<file path="config.mk">
export PLATFORM = sky130hd
export DESIGN_NAME = imem_loader
export DESIGN_NICKNAME = d
export VERILOG_FILES = /design/src/rtl/imem_loader.sv
export SDC_FILE = /design/constraint.sdc
export NUM_CORES = 1
export LEC_CHECK = 0
export CAP_MARGIN = 20
export CORE_MARGIN = 2
export CORE_UTILIZATION = 44
export DETAILED_ROUTE_END_ITERATION = 16
export PLACE_DENSITY = 0.86
export SETUP_SLACK_MARGIN = 0.2
export SYNTH_ARGS = -nofsm -noshare
export SYNTH_HDL_FRONTEND = slang
export SYNTH_SLANG_ARGS = --single-unit
</file>
<file path="constraint.sdc">
create_clock -name clk -period 1.68 [get_ports clk]
set_input_delay 0.252 -clock clk [delete_from_list [all_inputs] [get_ports clk]]
set_output_delay 0.252 -clock clk [all_outputs]
set_load 0.1 [all_outputs]
</file>
<file path="src/rtl/imem_loader.sv">
// imem_loader: program loader for the RISC-V core's instruction memory.
//
// The host streams a length word N followed by N instruction words over a
// valid/ready handshake. Each instruction word is written to instruction
// memory at consecutive word addresses starting at 0. The core is held in
// reset for the whole load plus a short hold period, then released.
//
// Ports:
//   clk         system clock, rising edge
//   reset       asynchronous reset, active low
//   in_valid    host word valid
//   in_data     host word (length word or instruction)
//   in_ready    loader accepts a word this cycle (depends on state only)
//   reload      single-cycle pulse, restarts the load from DONE or ERR
//   imem_we     instruction memory write enable (registered)
//   imem_addr   instruction memory word address (registered)
//   imem_wdata  instruction memory write data (registered)
//   cpu_reset   active-high reset to the core
//   load_done   high while the core is released
//   err         length word exceeded the memory depth
module imem_loader #(
  parameter int ADDR_W      = 6,
  parameter int DATA_W      = 32,
  parameter int HOLD_CYCLES = 4
) (
  input  logic              clk,
  input  logic              reset,
  input  logic              in_valid,
  input  logic [DATA_W-1:0] in_data,
  output logic              in_ready,
  input  logic              reload,
  output logic              imem_we,
  output logic [ADDR_W-1:0] imem_addr,
  output logic [DATA_W-1:0] imem_wdata,
  output logic              cpu_reset,
  output logic              load_done,
  output logic              err
);

  localparam int              DEPTH     = 2 ** ADDR_W;
  localparam logic [DATA_W-1:0] DEPTH_W = DATA_W'(DEPTH);
  localparam logic [7:0]      HOLD_INIT = 8'(HOLD_CYCLES);

  typedef enum logic [2:0] {
    S_WAIT_LEN,
    S_LOAD,
    S_DRAIN,
    S_HOLD,
    S_DONE,
    S_ERR
  } state_t;

  state_t            state_reg, state_next;
  logic [ADDR_W-1:0] addr_cnt_reg, addr_cnt_next;
  // One bit wider than the address so a full-depth length fits.
  logic [ADDR_W:0]   remaining_reg, remaining_next;
  logic [7:0]        hold_cnt_reg, hold_cnt_next;

  logic              imem_we_reg;
  logic [ADDR_W-1:0] imem_addr_reg;
  logic [DATA_W-1:0] imem_wdata_reg;
  logic              cpu_reset_reg, cpu_reset_next;
  logic              load_done_reg, load_done_next;
  logic              err_reg, err_next;

  logic              xfer;
  logic              load_we;

  assign xfer    = in_valid && in_ready;
  assign load_we = (state_reg == S_LOAD) && xfer;

  // State and registered outputs.
  always_ff @(posedge clk or negedge reset) begin
    if (!reset) begin
      state_reg      <= S_WAIT_LEN;
      addr_cnt_reg   <= '0;
      remaining_reg  <= '0;
      hold_cnt_reg   <= '0;
      imem_we_reg    <= 1'b0;
      imem_addr_reg  <= '0;
      imem_wdata_reg <= '0;
      cpu_reset_reg  <= 1'b1;
      load_done_reg  <= 1'b0;
      err_reg        <= 1'b0;
    end else begin
      state_reg     <= state_next;
      addr_cnt_reg  <= addr_cnt_next;
      remaining_reg <= remaining_next;
      hold_cnt_reg  <= hold_cnt_next;
      // Write strobe is a one-cycle echo of each LOAD handshake; address
      // and data hold their last value on idle cycles.
      imem_we_reg   <= load_we;
      if (load_we) begin
        imem_addr_reg  <= addr_cnt_reg;
        imem_wdata_reg <= in_data;
      end
      cpu_reset_reg <= cpu_reset_next;
      load_done_reg <= load_done_next;
      err_reg       <= err_next;
    end
  end

  // Next-state logic.
  always_comb begin
    state_next     = state_reg;
    addr_cnt_next  = addr_cnt_reg;
    remaining_next = remaining_reg;
    hold_cnt_next  = hold_cnt_reg;
    case (state_reg)
      S_WAIT_LEN: begin
        if (xfer) begin
          if (in_data == '0) begin
            state_next    = S_HOLD;
            hold_cnt_next = HOLD_INIT;
          end else if (in_data > DEPTH_W) begin
            state_next = S_ERR;
          end else begin
            state_next     = S_LOAD;
            remaining_next = in_data[ADDR_W:0];
            addr_cnt_next  = '0;
          end
        end
      end
      S_LOAD: begin
        if (xfer) begin
          addr_cnt_next  = addr_cnt_reg + ADDR_W'(1);
          remaining_next = remaining_reg - (ADDR_W + 1)'(1);
          if (remaining_reg == (ADDR_W + 1)'(1)) begin
            state_next = S_DRAIN;
          end
        end
      end
      S_DRAIN: begin
        state_next    = S_HOLD;
        hold_cnt_next = HOLD_INIT;
      end
      S_HOLD: begin
        // Release is taken on the edge that sees the counter at zero, so the
        // core sees HOLD_CYCLES+1 cycles of HOLD before DONE.
        if (hold_cnt_reg == 8'd0) begin
          state_next = S_DONE;
        end else begin
          hold_cnt_next = hold_cnt_reg - 8'd1;
        end
      end
      S_DONE, S_ERR: begin
        if (reload) begin
          state_next     = S_WAIT_LEN;
          addr_cnt_next  = '0;
          remaining_next = '0;
          hold_cnt_next  = '0;
        end
      end
      default: begin
        state_next = S_WAIT_LEN;
      end
    endcase
  end

  // Outputs. Status flags are decoded from the next state so they change on
  // the same edge as the state they describe.
  always_comb begin
    in_ready       = (state_reg == S_WAIT_LEN) || (state_reg == S_LOAD);
    cpu_reset_next = (state_next != S_DONE);
    load_done_next = (state_next == S_DONE);
    err_next       = (state_next == S_ERR);
  end

  assign imem_we    = imem_we_reg;
  assign imem_addr  = imem_addr_reg;
  assign imem_wdata = imem_wdata_reg;
  assign cpu_reset  = cpu_reset_reg;
  assign load_done  = load_done_reg;
  assign err        = err_reg;

endmodule

</file>
==> impl_metrics.tcl, run 1 <==
set metrics [dict create \
    placed_cell_area_sq_um 4940 \
    synth-seq-cells 66 \
    regArea_sq_um 1650 \
    fin_skew_ns 0.0159 \
    grt_max_degree 33 \
    port-buffer-count 78 \
    synth_top_area_share_pct 52.3 \
    drt_iter0_drc 674 \
    ios 79 \
    async_flop_share_pct 100 \
    crit_type "in2reg" \
    ant_nets 0 \
    end_kind "flop" \
    cts_tree "done" \
    synthFlopType "dfrtp_1" \
    crit_arrival_ns 2.40 \
    finalCriticalPeriod_ns 2.17 \
    outcome "complete, but fails checks" \
    area_growth_syn_to_layout_pct 110 \
    die_x_um 88.1 \
    clk_pin_slew_worst_paths_ns 0.08 \
    dp.cells 572 \
    critPathMaxStageDelay_ns 0.55 \
    globalRoute.busiestLayer "met2" \
    setup_slack_ns -0.494 \
    violations "negative setup slack" \
    cp_max_fo 4 \
    h-tree-depth 3 \
    grt_pass1_wl_mm 19.0 \
    hp-class "in2reg" \
    finalNetCount 577 \
    final_hold_viol_count 0 \
    syn_nets 391 \
    cts.path.max_buffers 2 \
    postSynthAreaPerCell_sq_um 8.87 \
    slew_headroom_pct 59.5 \
    insertion_delay_ns 0.39 \
    crit_slowest_cell "or4_4" \
    slew_viol_final 0 \
    place_congestion 0.876 \
    drive_above_1_share_pct 62.5 \
    crit_chain "clkdlybuf4s15_1 > or4_4 > nor3b_4 > a31oi_4 > o31a_1 > a311oi_1" \
    synth-edff-count 0 \
    synth_cell_type_count 53 \
    dr_total_vias 4351 \
    insertedDiodeCount 0 \
    tightestPinTransition_ns 0.605 \
    max_freq_mhz 460 \
    post_drt_wl_per_cell_um 30.1 \
    use_met2_pct 54.4 \
    grt_pass1_vias 3672 \
    start_util_pct 45.6 \
    dp_hpwl_mm 6.83 \
    start_kind "input port" \
    grt_usage_pct 33.1 \
    grt_overflow 0 \
    dr.pass1.iters 7 \
    synth_area_sq_um 3110 \
    drc 0 \
    final_cell_mix "64 x dfrtp_1, 64 x buf_4, 50 x nand2_2" \
    synth_largest_area_cell "dfrtp_1" \
    fp.dieH_um 88.1 \
    largest_reg_flops 32 \
    rsz0062_at_grt "true" \
    synth-seq-area-share_pct 53.1 \
    fin_area_sq_um 6540 \
    drt_wl_total_mm 19.2 \
    gr-usage-met1_pct 39.5 \
    worstPathRequired_ns 1.91 \
    core-area_sq_um 6830 \
    numClockSinks 66 \
    cts_buffers 9 \
    nFillCells 145 \
    synth_warnings 0 \
    min_period_over_period_pct 129 \
    cts-root-buf "clkbuf_8" \
    finalNonFillerCells 638 \
    dieArea_sq_um 7760 \
    syn_inst 351 \
    antenna_found_initial 1 \
    synth.area.top_cells "dfrtp_1 52%, nand2_1 15%, a21oi_1 2.6%" \
    multi_input_area_sq_um 2200 \
    grtUsageMet3_pct 10.5 \
    setup_viol 32 \
    maxCapViolCount 0 \
    rows 30 \
    via_per_inst 6.82 \
]
-- Yosys cell counts, types with 2 or more instances --
cell type	number
nand3_1	5
nor3b_1	2
or4_1	2
clkbuf_1	11
o21a_1	2
a311oi_1	2
nor4_1	7
nor2_1	14
nand2b_1	6
o21ai_0	10
dfrtp_1	65
or3_1	2
inv_1	12
o21ai_1	3
and3_1	2
o2bb2ai_1	3
or2_1	2
nor3_1	8
nor3b_2	2
a31oi_1	4
a21oi_1	16
ha_1	4
o22ai_1	6
a22oi_1	2
o31ai_1	4
nand2_1	128
-- area by class of cell --
class | instances | share of cell area, %
Timing Repair Buffer | 187 | 34.7
Inverter | 13 | 1.21
Multi-Input combinational cell | 260 | 33.7
Tap cell | 96 | 1.84
Clock buffer | 11 | 2.32
Sequential cell | 66 | 25.3
Clock inverter | 5 | 0.919
-- per-stage QoR --
stage	hold WS, ns	utilization [%]	setup slack, ns	setup TNS [ns]
CTS	0.0897	79.5	-0.0674	-0.0877
finish	0.104	95.7	-0.494	-6.89
floorplan	-0.0436	-	-0.202	-0.673
global route	0.102	95.7	-0.415	-5.18
detailed placement	0.132	72.3	-0.851	-19.32
global placement	0.127	72.3	-0.768	-17.04
-- logic make-up after synthesis --
| kind of cell | synth area share (%) |
|---|---|
| AO/OA/AOI/OAI | 13.7 |
| XOR/XNOR | 0.281 |
| adder cells (fa/ha/maj) | 1.61 |
| buffers and inverters | 3.26 |
| flip-flops | 53.1 |
| AND/OR/NAND/NOR | 28.0 |
-- path summary, 6_finish.rpt --
check                      cells after the start         endpoint  slack [ns]             from
setup reg to reg                               6  hold_cnt_reg[5]       -0.26  hold_cnt_reg[2]
hold reg to reg                                2   imem_wdata[23]        0.55   imem_wdata[23]
hold / removal                                 3   imem_wdata[24]        0.10      in_data[24]
max in group asynchronous                      3        cpu_reset        0.85            reset
setup / recovery                               6  hold_cnt_reg[2]       -0.49       in_data[7]
min in group asynchronous                      2   imem_wdata[15]        0.27            reset
-- metal layers --
layer / routed length (um) / vias up
met5: 0 / -
met4: 1810 / 0
met3: 2570 / 193
met2: 8450 / 502
met1: 6360 / 2072
li1: - / 1584
-- repair_timing --
action,CTS,global route
endpoints found under the hold margin,7,0
buffers inserted,15,25
gates resized for setup,106,211
pin swaps,34,90
endpoints found under the setup margin,66,66
hold buffers,1,0
cloned,0,9
-- critical path: cells and delay by family --
| family | cells | cell delay (ns) |
|---|---|---|
| buffers and inverters | 1 | 0.30 |
| AO/OA/AOI/OAI | 3 | 0.88 |
| AND/OR/NAND/NOR | 2 | 0.97 |
Power of run 1 is not shown: default switching activity piles up to over one toggle a cycle in this logic, so the estimate is an artifact.
==> run 2, diff against run 1 <==
--- a/config.mk
+++ b/config.mk
@@ -7,9 +7,11 @@
 export LEC_CHECK = 0
 export CAP_MARGIN = 20
 export CORE_MARGIN = 2
-export CORE_UTILIZATION = 44
+export CORE_UTILIZATION = 55
 export DETAILED_ROUTE_END_ITERATION = 16
-export PLACE_DENSITY = 0.86
+export DONT_BUFFER_PORTS = 1
+export HOLD_SLACK_MARGIN = 0.02
+export PLACE_DENSITY = 0.83
 export SETUP_SLACK_MARGIN = 0.2
 export SYNTH_ARGS = -nofsm -noshare
 export SYNTH_HDL_FRONTEND = slang
==> run 2 against run 1 <==
Effect of this change: the run now fails in 5_1_grt; synthesized cell count unchanged; synthesized area unchanged.
==> impl_metrics.tcl, run 2 <==
set metrics [dict create \
    cts.path.max_buffers 2 \
    yosysMostFrequentCell "nand2_1" \
    numClockSinks 66 \
    cts_buffers 9 \
    outcome "did not finish" \
    grt_usage_pct 88.3 \
    dp_slack_ns -0.249 \
    synth_largest_area_cell "dfrtp_1" \
    dp.cells 490 \
    synth.area.top_cells "dfrtp_1 52%, nand2_1 15%, a21oi_1 2.6%" \
    grt_max_degree 67 \
    synth_warnings 0 \
    ios 79 \
    postSynthAreaPerCell_sq_um 8.87 \
    error "[ERROR GRT-0232] Routing congestion too high. Check the congestion heatmap in the GUI." \
    placed_cell_area_sq_um 3840 \
    start_util_pct 56.9 \
    synthTopCellsByCount "128 x nand2_1, 65 x dfrtp_1, 16 x a21oi_1, 14 x nor2_1, 12 x inv_1" \
    synthFlopType "dfrtp_1" \
    synth_top_area_share_pct 52.3 \
    synth-edff-count 0 \
    place_congestion 0.914 \
    dp_hpwl_mm 5.86 \
    rows 27 \
    h-tree-depth 3 \
    synth_area_sq_um 3110 \
    async_flop_share_pct 100 \
    fp.dieH_um 79.2 \
    lastStage "5_1_grt" \
    syn_inst 351 \
    synth-seq-area-share_pct 53.1 \
    cts-root-buf "clkbuf_8" \
    grt_repair_worst_endpoint "err$_DFF_PN0_/D" \
    port-buffer-count 0 \
    endpoint_type "register data pin" \
    die_x_um 79.2 \
    synth_cell_type_count 53 \
    grt_overflow 336 \
    syn_nets 391 \
    synth-seq-cells 66 \
]
## run 2: logic make-up after synthesis
| family | count (synthesis) | share of synthesized area [%] |
|---|---|---|
| and+or+nand+nor | 190 | 28.0 |
| DFF | 66 | 53.1 |
| AOI/OAI and AO/OA | 65 | 13.7 |
| buffers and inverters | 25 | 3.26 |
| adders and majority gates | 4 | 1.61 |
| xor gates and xnor gates | 1 | 0.281 |
## run 2: repair_timing
action | CTS
pin swaps | 29
endpoints found under the hold margin | 92
resized for setup | 55
setup buffers | 13
endpoints found under the setup margin | 66
hold buffers | 26
## run 2: per-layer routing
metal | GRT usage, % | GRT overflow
met3 | 62.2 | 3
met1 | 83.2 | 1
met5 | 11.8 | 0
met2 | 114 | 226
met4 | 101 | 106
## run 2: per-stage QoR
step,hold slack (ns),utilization [%]
floorplan,-0.0436,-
global placement,-0.0398,70.2
detailed placement,-0.0408,70.2
CTS,-0.420,85.7
==> run 3, diff against run 2 <==
--- a/config.mk
+++ b/config.mk
@@ -7,12 +7,10 @@
 export LEC_CHECK = 0
 export CAP_MARGIN = 20
 export CORE_MARGIN = 2
-export CORE_UTILIZATION = 55
+export CORE_UTILIZATION = 40
 export DETAILED_ROUTE_END_ITERATION = 16
 export DONT_BUFFER_PORTS = 1
-export HOLD_SLACK_MARGIN = 0.02
-export PLACE_DENSITY = 0.83
-export SETUP_SLACK_MARGIN = 0.2
+export PLACE_DENSITY_LB_ADDON = 0.15
 export SYNTH_ARGS = -nofsm -noshare
 export SYNTH_HDL_FRONTEND = slang
 export SYNTH_SLANG_ARGS = --single-unit
==> constraint.sdc (replaced) <==
create_clock -name clk -period 2.2 [get_ports clk]
set_input_delay 0.33 -clock clk [delete_from_list [all_inputs] [get_ports clk]]
set_output_delay 0.33 -clock clk [all_outputs]
set_load 0.1 [all_outputs]
==> run 3 against run 2 <==
Effect of this change: the run now ends clean.
==> impl_metrics.tcl, run 3 (synthesis gave the netlist of run 1 again) <==
set metrics [dict create \
    insertion_delay_ns 0.34 \
    dp_hpwl_mm 5.47 \
    cts-root-buf "clkbuf_8" \
    ios 79 \
    start_util_pct 40.7 \
    core-area_sq_um 7650 \
    min_period_over_period_pct 91.9 \
    worstPathRequired_ns 2.44 \
    drt_wl_total_mm 7.54 \
    clk_pin_slew_worst_paths_ns 0.08 \
    die_x_um 92.2 \
    final_common_cell "nand2_1" \
    dieArea_sq_um 8500 \
    insertedDiodeCount 0 \
    fin_skew_ns 0.00896 \
    max_freq_mhz 495 \
    crit_chain "or3_1 > nor4b_1 > nand4b_1 > a41o_1 > and2_1" \
    cts_buffers 9 \
    crit_arrival_ns 2.26 \
    ant_nets 0 \
    area_growth_syn_to_layout_pct 24.1 \
    crit_family "simple AND/OR/NAND/NOR gates" \
    port-buffer-count 0 \
    via_per_inst 5.15 \
    slew_viol_final 0 \
    grt_overflow 0 \
    nFillCells 731 \
    finalNetCount 447 \
    outcome "complete, no violations" \
    drc 0 \
    rows 32 \
    dr.pass1.iters 4 \
    h-tree-depth 3 \
    crit_slowest_cell "nor4b_1" \
    dr_total_vias 2640 \
    critPathMaxStageDelay_ns 0.47 \
    fp.dieH_um 92.2 \
    regArea_sq_um 1650 \
    cts_setup_buffers 0 \
    start_kind "flop" \
    multi_input_area_sq_um 1370 \
    crit_type "reg2reg" \
    maxCapViolCount 0 \
    finalCriticalPeriod_ns 2.02 \
    cts_resized 0 \
    post_drt_wl_per_cell_um 14.7 \
    hp-class "in2reg" \
    place_congestion 0.898 \
    tns_ns 0 \
    grt_max_degree 67 \
    cts_hold_buffers 2 \
    setup_viol 0 \
    path_buf_inv 0 \
    cts.path.max_buffers 2 \
    largest_reg_flops 32 \
    final_cell_mix "128 x nand2_1, 65 x dfrtp_1, 55 x buf_4" \
    drive_above_1_share_pct 19.7 \
    grt_usage_pct 19.2 \
    slew_headroom_pct 65.3 \
    final_hold_viol_count 0 \
    cp_max_fo 4 \
    numClockSinks 66 \
    r2r_slack_ns 0.18 \
    cts_tree "done" \
    grt_pass1_vias 2640 \
    rsz0062_at_grt "false" \
    grt_pass1_wl_mm 12.7 \
    antenna_found_initial 0 \
    tightestPinTransition_ns 0.513 \
    end_kind "flop" \
    drt_iter0_drc 135 \
]
run 3: final cells by class:
type / instances / share of cell area, %
clock buffers: 9 / 3.21
clock inverters: 6 / 2.40
inverters: 13 / 1.26
multi-input cells: 260 / 35.4
flip-flops and latches: 66 / 42.8
well taps: 102 / 3.30
repair buffers: 57 / 11.7
run 3: worst paths after layout:
| path | from | end | cells after the start |
|---|---|---|---|
| setup / recovery | remaining_reg[4] | err | 5 |
| hold / removal | in_data[20] | imem_wdata[20] | 2 |
| setup reg to reg | remaining_reg[4] | err | 5 |
| hold reg to reg | imem_addr[3] | imem_addr[3] | 2 |
| max in group asynchronous | reset | cpu_reset | 2 |
| min in group asynchronous | reset | addr_cnt_reg[4] | 2 |
run 3: metrics by stage:
step / hold slack [ns] / cells / instance area (sq um) / setup slack [ns] / utilization [%]
2_1_floorplan: 0.0344 / 351 / 3120 / 0.239 / -
3_3_place_gp: 0.0367 / 496 / 3610 / 0.140 / 47.2
3_5_place_dp: 0.0367 / 496 / 3610 / 0.141 / 47.2
4_1_cts: 0.0767 / 513 / 3860 / 0.189 / 50.5
5_1_grt: 0.0837 / 513 / 3860 / 0.0911 / 50.5
6_report: 0.0880 / 513 / 3860 / 0.179 / 50.5
run 3: worst register-to-register path: stages (launching register included):
cell and delay, ns:
dfrtp_1 0.41, or3_1 0.43, nor4b_1 0.47, nand4b_1 0.15, a41o_1 0.29, and2_1 0.16
run 3: per-layer routing:
layer  share of wire (%)  wire length, um  global-route usage (%)  vias up
met2                  45             3400                    30.4       78
met1                  46             3480                    25.0     1245
met4                 1.9              143                    6.72        0
met5                   0                0                       0        -
li1                    -                -                       -     1308
met3                 6.8              509                    6.08        9
Power of run 3 is left out for the same reason.
